<file path="src/rtl/fft_pipe_sequencer_pkg.sv">
// fft_pipe_sequencer_pkg -- shared sizes and state encoding for the FFT pipe sequencer.
// Revision 1.0
`default_nettype none

package fft_pipe_sequencer_pkg;

  localparam int N_POINTS = 8;
  localparam int STAGES   = $clog2(N_POINTS);
  localparam int TAG_W    = 4;
  localparam int CNT_W    = 16;

  typedef enum logic [1:0] {
    ST_IDLE  = 2'd0,
    ST_RUN   = 2'd1,
    ST_DRAIN = 2'd2
  } seq_state_e;

endpackage

`default_nettype wire

</file>
<file path="src/rtl/fft_pipe_sequencer_slot_reg.sv">
// fft_pipe_sequencer_slot_reg -- one pipeline slot: occupancy bit plus frame tag.
// Revision 1.0
`default_nettype none

module fft_pipe_sequencer_slot_reg
  import fft_pipe_sequencer_pkg::*;
(
  input  logic             clk_1,
  input  logic             rst_n,
  input  logic             adv,
  input  logic             valid_in,
  input  logic [TAG_W-1:0] tag_in,
  output logic             valid,
  output logic [TAG_W-1:0] tag
);

  logic             valid_d, valid_q;
  logic [TAG_W-1:0] tag_d, tag_q;

  always_comb begin
    valid_d = valid_q;
    tag_d   = tag_q;
    if (adv) begin
      valid_d = valid_in;
      tag_d   = tag_in;
    end
  end

  always_ff @(posedge clk_1 or negedge rst_n) begin
    if (!rst_n) begin
      valid_q <= 1'b0;
      tag_q   <= '0;
    end else begin
      valid_q <= valid_d;
      tag_q   <= tag_d;
    end
  end

  assign valid = valid_q;
  assign tag   = tag_q;

endmodule

`default_nettype wire

</file>
<file path="src/rtl/fft_pipe_sequencer.sv">
// fft_pipe_sequencer -- frame handshake, stage enables, stall ripple and flush FSM
// for the 8-point radix-2 pipelined FFT datapath. Revision 1.0
`default_nettype none

module fft_pipe_sequencer
  import fft_pipe_sequencer_pkg::*;
(
  input  logic              clk_1,
  input  logic              rst_n,
  input  logic              in_valid,
  output logic              in_ready,
  input  logic              flush,
  output logic              dp_load,
  output logic [STAGES-1:0] dp_stage_en,
  output logic              out_valid,
  input  logic              out_ready,
  output logic [TAG_W-1:0]  out_tag,
  output logic              busy,
  output logic [CNT_W-1:0]  frames_done
);

  logic [STAGES:0]  v;
  logic [STAGES:0]  v_in;
  logic [STAGES:0]  v_next;
  logic [STAGES:0]  adv;
  logic [TAG_W-1:0] tag_slot [STAGES+1];
  logic [TAG_W-1:0] tag_in   [STAGES+1];

  seq_state_e       state_d, state_q;
  logic [TAG_W-1:0] tag_ctr_d, tag_ctr_q;
  logic [CNT_W-1:0] frames_done_d, frames_done_q;
  logic             out_fire;

  // Advance ripples back from the output: a slot moves if it is empty or its successor moves.
  always_comb begin
    adv[STAGES] = ~v[STAGES] | out_ready;
    for (int k = STAGES - 1; k >= 0; k--) begin
      adv[k] = ~v[k] | adv[k+1];
    end
  end

  assign in_ready = adv[0] & (state_q != ST_DRAIN) & ~flush;
  assign dp_load  = in_valid & in_ready;
  assign out_fire = v[STAGES] & out_ready;

  always_comb begin
    v_in[0]   = dp_load;
    tag_in[0] = tag_ctr_q;
    for (int k = 1; k <= STAGES; k++) begin
      v_in[k]   = v[k-1];
      tag_in[k] = tag_slot[k-1];
    end
    for (int k = 0; k <= STAGES; k++) begin
      v_next[k] = adv[k] ? v_in[k] : v[k];
    end
    for (int k = 0; k < STAGES; k++) begin
      dp_stage_en[k] = v[k] & adv[k+1];
    end
  end

  generate
    for (genvar i = 0; i <= STAGES; i++) begin : g_slot
      fft_pipe_sequencer_slot_reg u_slot (
        .clk_1    (clk_1),
        .rst_n    (rst_n),
        .adv      (adv[i]),
        .valid_in (v_in[i]),
        .tag_in   (tag_in[i]),
        .valid    (v[i]),
        .tag      (tag_slot[i])
      );
    end
  endgenerate

  always_comb begin
    state_d       = state_q;
    tag_ctr_d     = tag_ctr_q;
    frames_done_d = frames_done_q;
    if (dp_load) begin
      tag_ctr_d = tag_ctr_q + TAG_W'(1);
    end
    if (out_fire) begin
      frames_done_d = frames_done_q + CNT_W'(1);
    end
    case (state_q)
      ST_IDLE: begin
        if (flush) begin
          if (|v) state_d = ST_DRAIN;
        end else if (dp_load) begin
          state_d = ST_RUN;
        end
      end
      ST_RUN: begin
        if (flush) begin
          state_d = ST_DRAIN;
        end else if (~(|v) && !dp_load) begin
          state_d = ST_IDLE;
        end
      end
      // Leave DRAIN on the edge that empties the pipe so busy drops right after the last handshake.
      ST_DRAIN: begin
        if (~(|v_next)) state_d = ST_IDLE;
      end
      default: state_d = ST_IDLE;
    endcase
  end

  always_ff @(posedge clk_1 or negedge rst_n) begin
    if (!rst_n) begin
      state_q       <= ST_IDLE;
      tag_ctr_q     <= '0;
      frames_done_q <= '0;
    end else begin
      state_q       <= state_d;
      tag_ctr_q     <= tag_ctr_d;
      frames_done_q <= frames_done_d;
    end
  end

  assign out_valid   = v[STAGES];
  assign out_tag     = tag_slot[STAGES];
  assign busy        = (|v) | (state_q == ST_DRAIN);
  assign frames_done = frames_done_q;

endmodule

`default_nettype wire

</file>
<file path="config.mk">
export PLATFORM = sky130hd
export DESIGN_NAME = fft_pipe_sequencer
export DESIGN_NICKNAME = d
export VERILOG_FILES = /design/src/rtl/fft_pipe_sequencer_pkg.sv /design/src/rtl/fft_pipe_sequencer_slot_reg.sv /design/src/rtl/fft_pipe_sequencer.sv
export SDC_FILE = /design/constraint.sdc
export NUM_CORES = 1
export LEC_CHECK = 0
export CAP_MARGIN = 0
export CORE_MARGIN = 2
export CORE_UTILIZATION = 35
export DETAILED_ROUTE_END_ITERATION = 16
export PLACE_DENSITY = 0.54
export SYNTH_ARGS = -nofsm -noshare
export SYNTH_HDL_FRONTEND = slang
export SYNTH_SLANG_ARGS = --single-unit
</file>
<file path="constraint.sdc">
create_clock -name clk_1 -period 2.8 [get_ports clk_1]
set_input_delay 0.56 -clock clk_1 [delete_from_list [all_inputs] [get_ports clk_1]]
set_output_delay 0.56 -clock clk_1 [all_outputs]
set_load 0.01 [all_outputs]
</file>
======== Word-level counts from Yosys, hierarchy flattened ========
Cells that the tools add are included.
operators by class
  $add $sub $neg .......................... 2
  equality and inequality tests ........... 7
  mux-type cells .......................... 11
  bitwise operators ....................... 18
  reduce and logical (&&, ||, !) cells .... 6
operator list
  operator                                                                count
  16-bit by 1-bit adder with 16-bit output (second input constant)        1
  2-bit two-way mux                                                       6
  3-bit != test (second input constant)                                   3
  4-bit OR reduction                                                      2
  1-bit AND                                                               7
  1-bit NOT                                                               6
  2-bit case mux with 3 select lines                                      1
  1-bit OR                                                                5
  4-bit by 1-bit adder with 4-bit output (second input constant)          1
  1-bit two-way mux                                                       4
  2-bit != test (second input constant)                                   2
  4-bit AND reduction                                                     1
  2-bit by 1-bit equality test with 1-bit output (second input constant)  1
  2-bit equality test (second input constant)                             1
  2-bit zero test                                                         1
  1-bit logical AND                                                       1
  1-bit zero test                                                         1
storage, ports and cells
  register bits ........................... 42
  bits of input ports ..................... 5
  output and inout bits ................... 27
  logic and storage cells ................. 55

======== Longest topological paths before layout ========
  depth after elaboration ................. 13
  gate-level depth with buffers ........... 5
  gate-level depth less buffers ........... 5

======== Modules after synthesis ========
Synthesis repeated with hierarchy kept, for this count alone.
second synthesis, totals
  cell total of the unflattened synthesis .. 133
  area total of the unflattened synthesis .. 1771.7 µm²
by module, submodules not included
  module                       times used  cells each  area an instance (µm²)  seq. area each (µm²)
  fft_pipe_sequencer           1           93          1046.0                  550.5
  fft_pipe_sequencer_slot_reg  4           10          181.4                   125.1

======== Worst setup path after synthesis ========
No wires, ideal clock.
  kind .................................... input-to-output
  from .................................... input port out_ready
  to ...................................... output port dp_load
  arrival ................................. 1368 ps
  data required time ...................... 2240 ps
  setup slack ............................. 872 ps
  cell stages on the path ................. 3
  path buffers ............................ 1
  path through ............................ and4b_1 buf_6 a2111oi_4
on the way
  word-level cells in the longest chain between the ends .. 7
RTL lines
  what                     RTL line                  RTL
  from (decl)              fft_pipe_sequencer.sv:16  input logic out_ready,
  1-bit OR                 fft_pipe_sequencer.sv:36  adv[STAGES] = ~v[STAGES] | out_ready;
  1-bit OR (3 in series)   fft_pipe_sequencer.sv:38  adv[k] = ~v[k] | adv[k+1];
  1-bit AND (2 in series)  fft_pipe_sequencer.sv:42  assign in_ready = adv[0] & (state_q != ST_DRAIN) & ~flush;
  1-bit AND                fft_pipe_sequencer.sv:43  assign dp_load = in_valid & in_ready;
  to (decl)                fft_pipe_sequencer.sv:13  output logic dp_load,
Every way passes these cells.

======== Worst setup path after layout ========
  from .................................... input port out_ready
  to ...................................... output port dp_stage_en[0]
on the way
  word-level cells in the longest chain between the ends .. 4
RTL lines
  what                    RTL line                  RTL
  1-bit OR                fft_pipe_sequencer.sv:36
  1-bit OR (2 in series)  fft_pipe_sequencer.sv:38
  1-bit AND               fft_pipe_sequencer.sv:57  dp_stage_en[k] = v[k] & adv[k+1];
  to (decl)               fft_pipe_sequencer.sv:14  output logic [STAGES-1:0] dp_stage_en,
Every way passes these cells.

==> impl_metrics.py <==
metrics = {
    "floorplan": {
        "num_rows": 25,
        "io_pins": 32,
        "die_w_um": 74.8,
        "start_util": 0.366,
        "core_area_um2": 4790,
        "dieArea_um2": 5590,
        "die_y_um": 74.8,
    },
    "placement": {
        "dp_cells": 235,
        "postPlaceCellArea_um2": 2180,
        "dp_slack_ps": -16.7,
        "place_congestion": 0.761,
        "portBuffers": 31,
        "place_hpwl_um": 2230,
    },
    "clocking": {
        "clock_latency_ps": 290,
        "cts_tree": "done",
        "cts.hold.buffers_added": 0,
        "cts-root-buf": "clkbuf_8",
        "cts_made_buffers": 5,
        "cts_setup_buffers": 0,
        "cts.sinks": 42,
        "htreeDepth": 2,
        "clk_pin_slew_ps": 70,
        "clockBufferDepth": 2,
    },
    "sta": {
        "tns_ps": 0,
        "relSlewSlack": 0.381,
        "skew_ps": 3.89,
        "worst_pin_slew_ps": 928,
        "slew_violations": 0,
        "hold_violations": 0,
        "setup_viol": 0,
        "timing.hold.ws_ps": 411,
        "grt_setup_unrepaired": "false",
        "period_needed_ps": 2740,
        "min_period_over_period": 0.979,
        "max_freq_mhz": 365,
        "finalWorstSetupSlack_ps": 58.3,
    },
    "cells_and_area": {
        "multi_input_area_um2": 684,
        "design_area_um2": 2270,
        "fin_cells": 243,
        "layout_common_cells": "dfrtp_1, clkdlybuf4s50_1, mux2_2",
        "nNetsFinal": 182,
        "seq_area_um2": 1050,
        "nFillCells": 447,
        "mostFrequentLayoutCell": "dfrtp_1",
        "diodes": 0,
        "area_growth_pct": 29.5,
        "drive_above_1_share": 0.222,
    },
    "global_route": {
        "grt_pass1_wl_um": 5060,
        "first_global_vias": 1121,
        "gr-total-overflow": 0,
        "grt.total_usage": 0.121,
        "antenna_found_initial": 0,
        "grt_start_max_net_pins": 43,
    },
    "routing": {
        "vias_per_cell": 4.66,
        "wl_per_cell_um": 12.4,
        "drtIter0Drc": 36,
        "firstDrtPassIters": 5,
        "route.vias.total": 1133,
        "wl_um": 3020,
        "drc_errors": 0,
        "antenna_left": 0,
    },
    "yosys": {
        "yosysSeqAreaShare": 0.600,
        "syn_nets": 139,
        "yosysTopAreaCell": "dfrtp_1",
        "synth_edf_count": 0,
        "netlist_top_cells_area": "dfrtp_1, mux2_2, xnor2_1",
        "synth_seq_cells": 42,
        "syn-instance-count": 132,
        "yosys.area.top_type_share": 0.600,
        "netlist-cell-type-count": 26,
        "yosysWarnings": 0,
        "syn_area_um2": 1750,
        "syn_avg_cell_area_um2": 13.3,
        "ys_async_sr_fraction": 1.00,
        "synth_flop_cell": "dfrtp_1",
    },
    "setup_path": {
        "crit_type": "primary input to output pin",
        "arrival_ps": 2180,
        "path_max_fanout": 7,
        "endpoint_kind": "output pin",
        "worst_ep_required_time_ps": 2240,
        "r2r.worst_path.cells": 4,
        "cp-start-kind": "primary input",
    },
    "flow_run": {
        "cap_viol_max_count": 0,
    },
    "worst_hold_path": {
        "worstHoldPathType": "primary input to asynchronous set/reset pin",
    },
    "outcome": {
        "status": "complete, no violations",
    },
    "pwr": {
        "vdd_drop_max_uv": 372,
        "p_per_area_nw_per_um2": 836,
        "leakage_nw": 1.02,
    },
}
## worst paths after layout
check | startpoint | slack, ps | end
min in group clk_1 | frames_done[15] | 470 | frames_done[15]
worst max-delay path | out_ready | 60 | dp_stage_en[0]
max in group asynchronous | rst_n | 1820 | g_slot[3].u_slot.tag[1]
worst min register to register | frames_done[15] | 470 | frames_done[15]
worst min-delay path | rst_n | 410 | frames_done[3]
worst max register to register | g_slot[3].u_slot.valid | 1090 | tag_ctr_q[1]
## Yosys cell counts, drive strengths merged (2+ instances only)
library cell,number
and2,3
and2b,2
and4,2
dfrtp,42
ha,2
inv,2
mux2,18
nand2,10
nand2b,4
nand3,4
nand4,6
nor2,6
or2,2
xnor2,12
xor2,6
## logic make-up (layout without fill, tap and decap cells)
logic type                 count (synthesis)  in the layout  share of synthesized area
adders and majority gates                  2              2                     0.0143
buffers and inverters                      3             47                     0.0107
and+or+nand+nor                           43             43                      0.136
xor gates and xnor gates                  18             18                     0.0899
DFF                                       42             42                      0.600
AOI/OAI and AO/OA                          6              6                     0.0343
muxes                                     18             18                      0.116
## sequential cells by signal (all words and copies together), names as in the netlist
register and cells:
frames_done 16, g_slot.u_slot.tag 16, g_slot.u_slot.valid 4, tag_ctr_q 4
state_q 2
## worst max-delay path, cell delays in order
cell             delay [ps]
clkdlybuf4s50_1         470
and4b_2                 260
buf_4                   170
and2b_2                 200
clkdlybuf4s50_1         520
## metal layers
layer  global-route usage  vias up  wire length [um]
met5                    0        -                 0
met4               0.0615        0                59
met3               0.0281        7               134
met2                0.206       33              1450
met1                0.144      558              1370
li1                     -      535                 -
## cell type report
class / instances / share of cell area
Sequential cell: 42 / 0.463
Multi-Input combinational cell: 87 / 0.302
Timing Repair Buffer: 37 / 0.155
Clock buffer: 7 / 0.0380
Tap cell: 67 / 0.0369
Inverter: 2 / 0.00331
Clock inverter: 1 / 0.00221
## per-stage QoR
stage	power [mW]	util
global route	2.03	0.474
global placement	1.51	0.455
detailed placement	1.54	0.455
floorplan	1.25	-
CTS	1.94	0.473
finish	1.90	0.474
## report_power, final
group | leakage, nW | switching, mW | internal (mW)
combinational | 0.438 | 0.201 | 0.348
clock | 0.0482 | 0.191 | 0.199
sequential | 0.533 | 0.152 | 0.806
total | 1.02 | 0.544 | 1.35
## repair_timing
action / 4_1_cts / 5_1_grt
pin swaps: 0 / 0
gates cloned: 0 / 0
setup endpoints to repair: 1 / 1
gates resized for setup: 1 / 2
hold endpoints to repair: 0 / 0
Power figures use the tool's default switching activity.
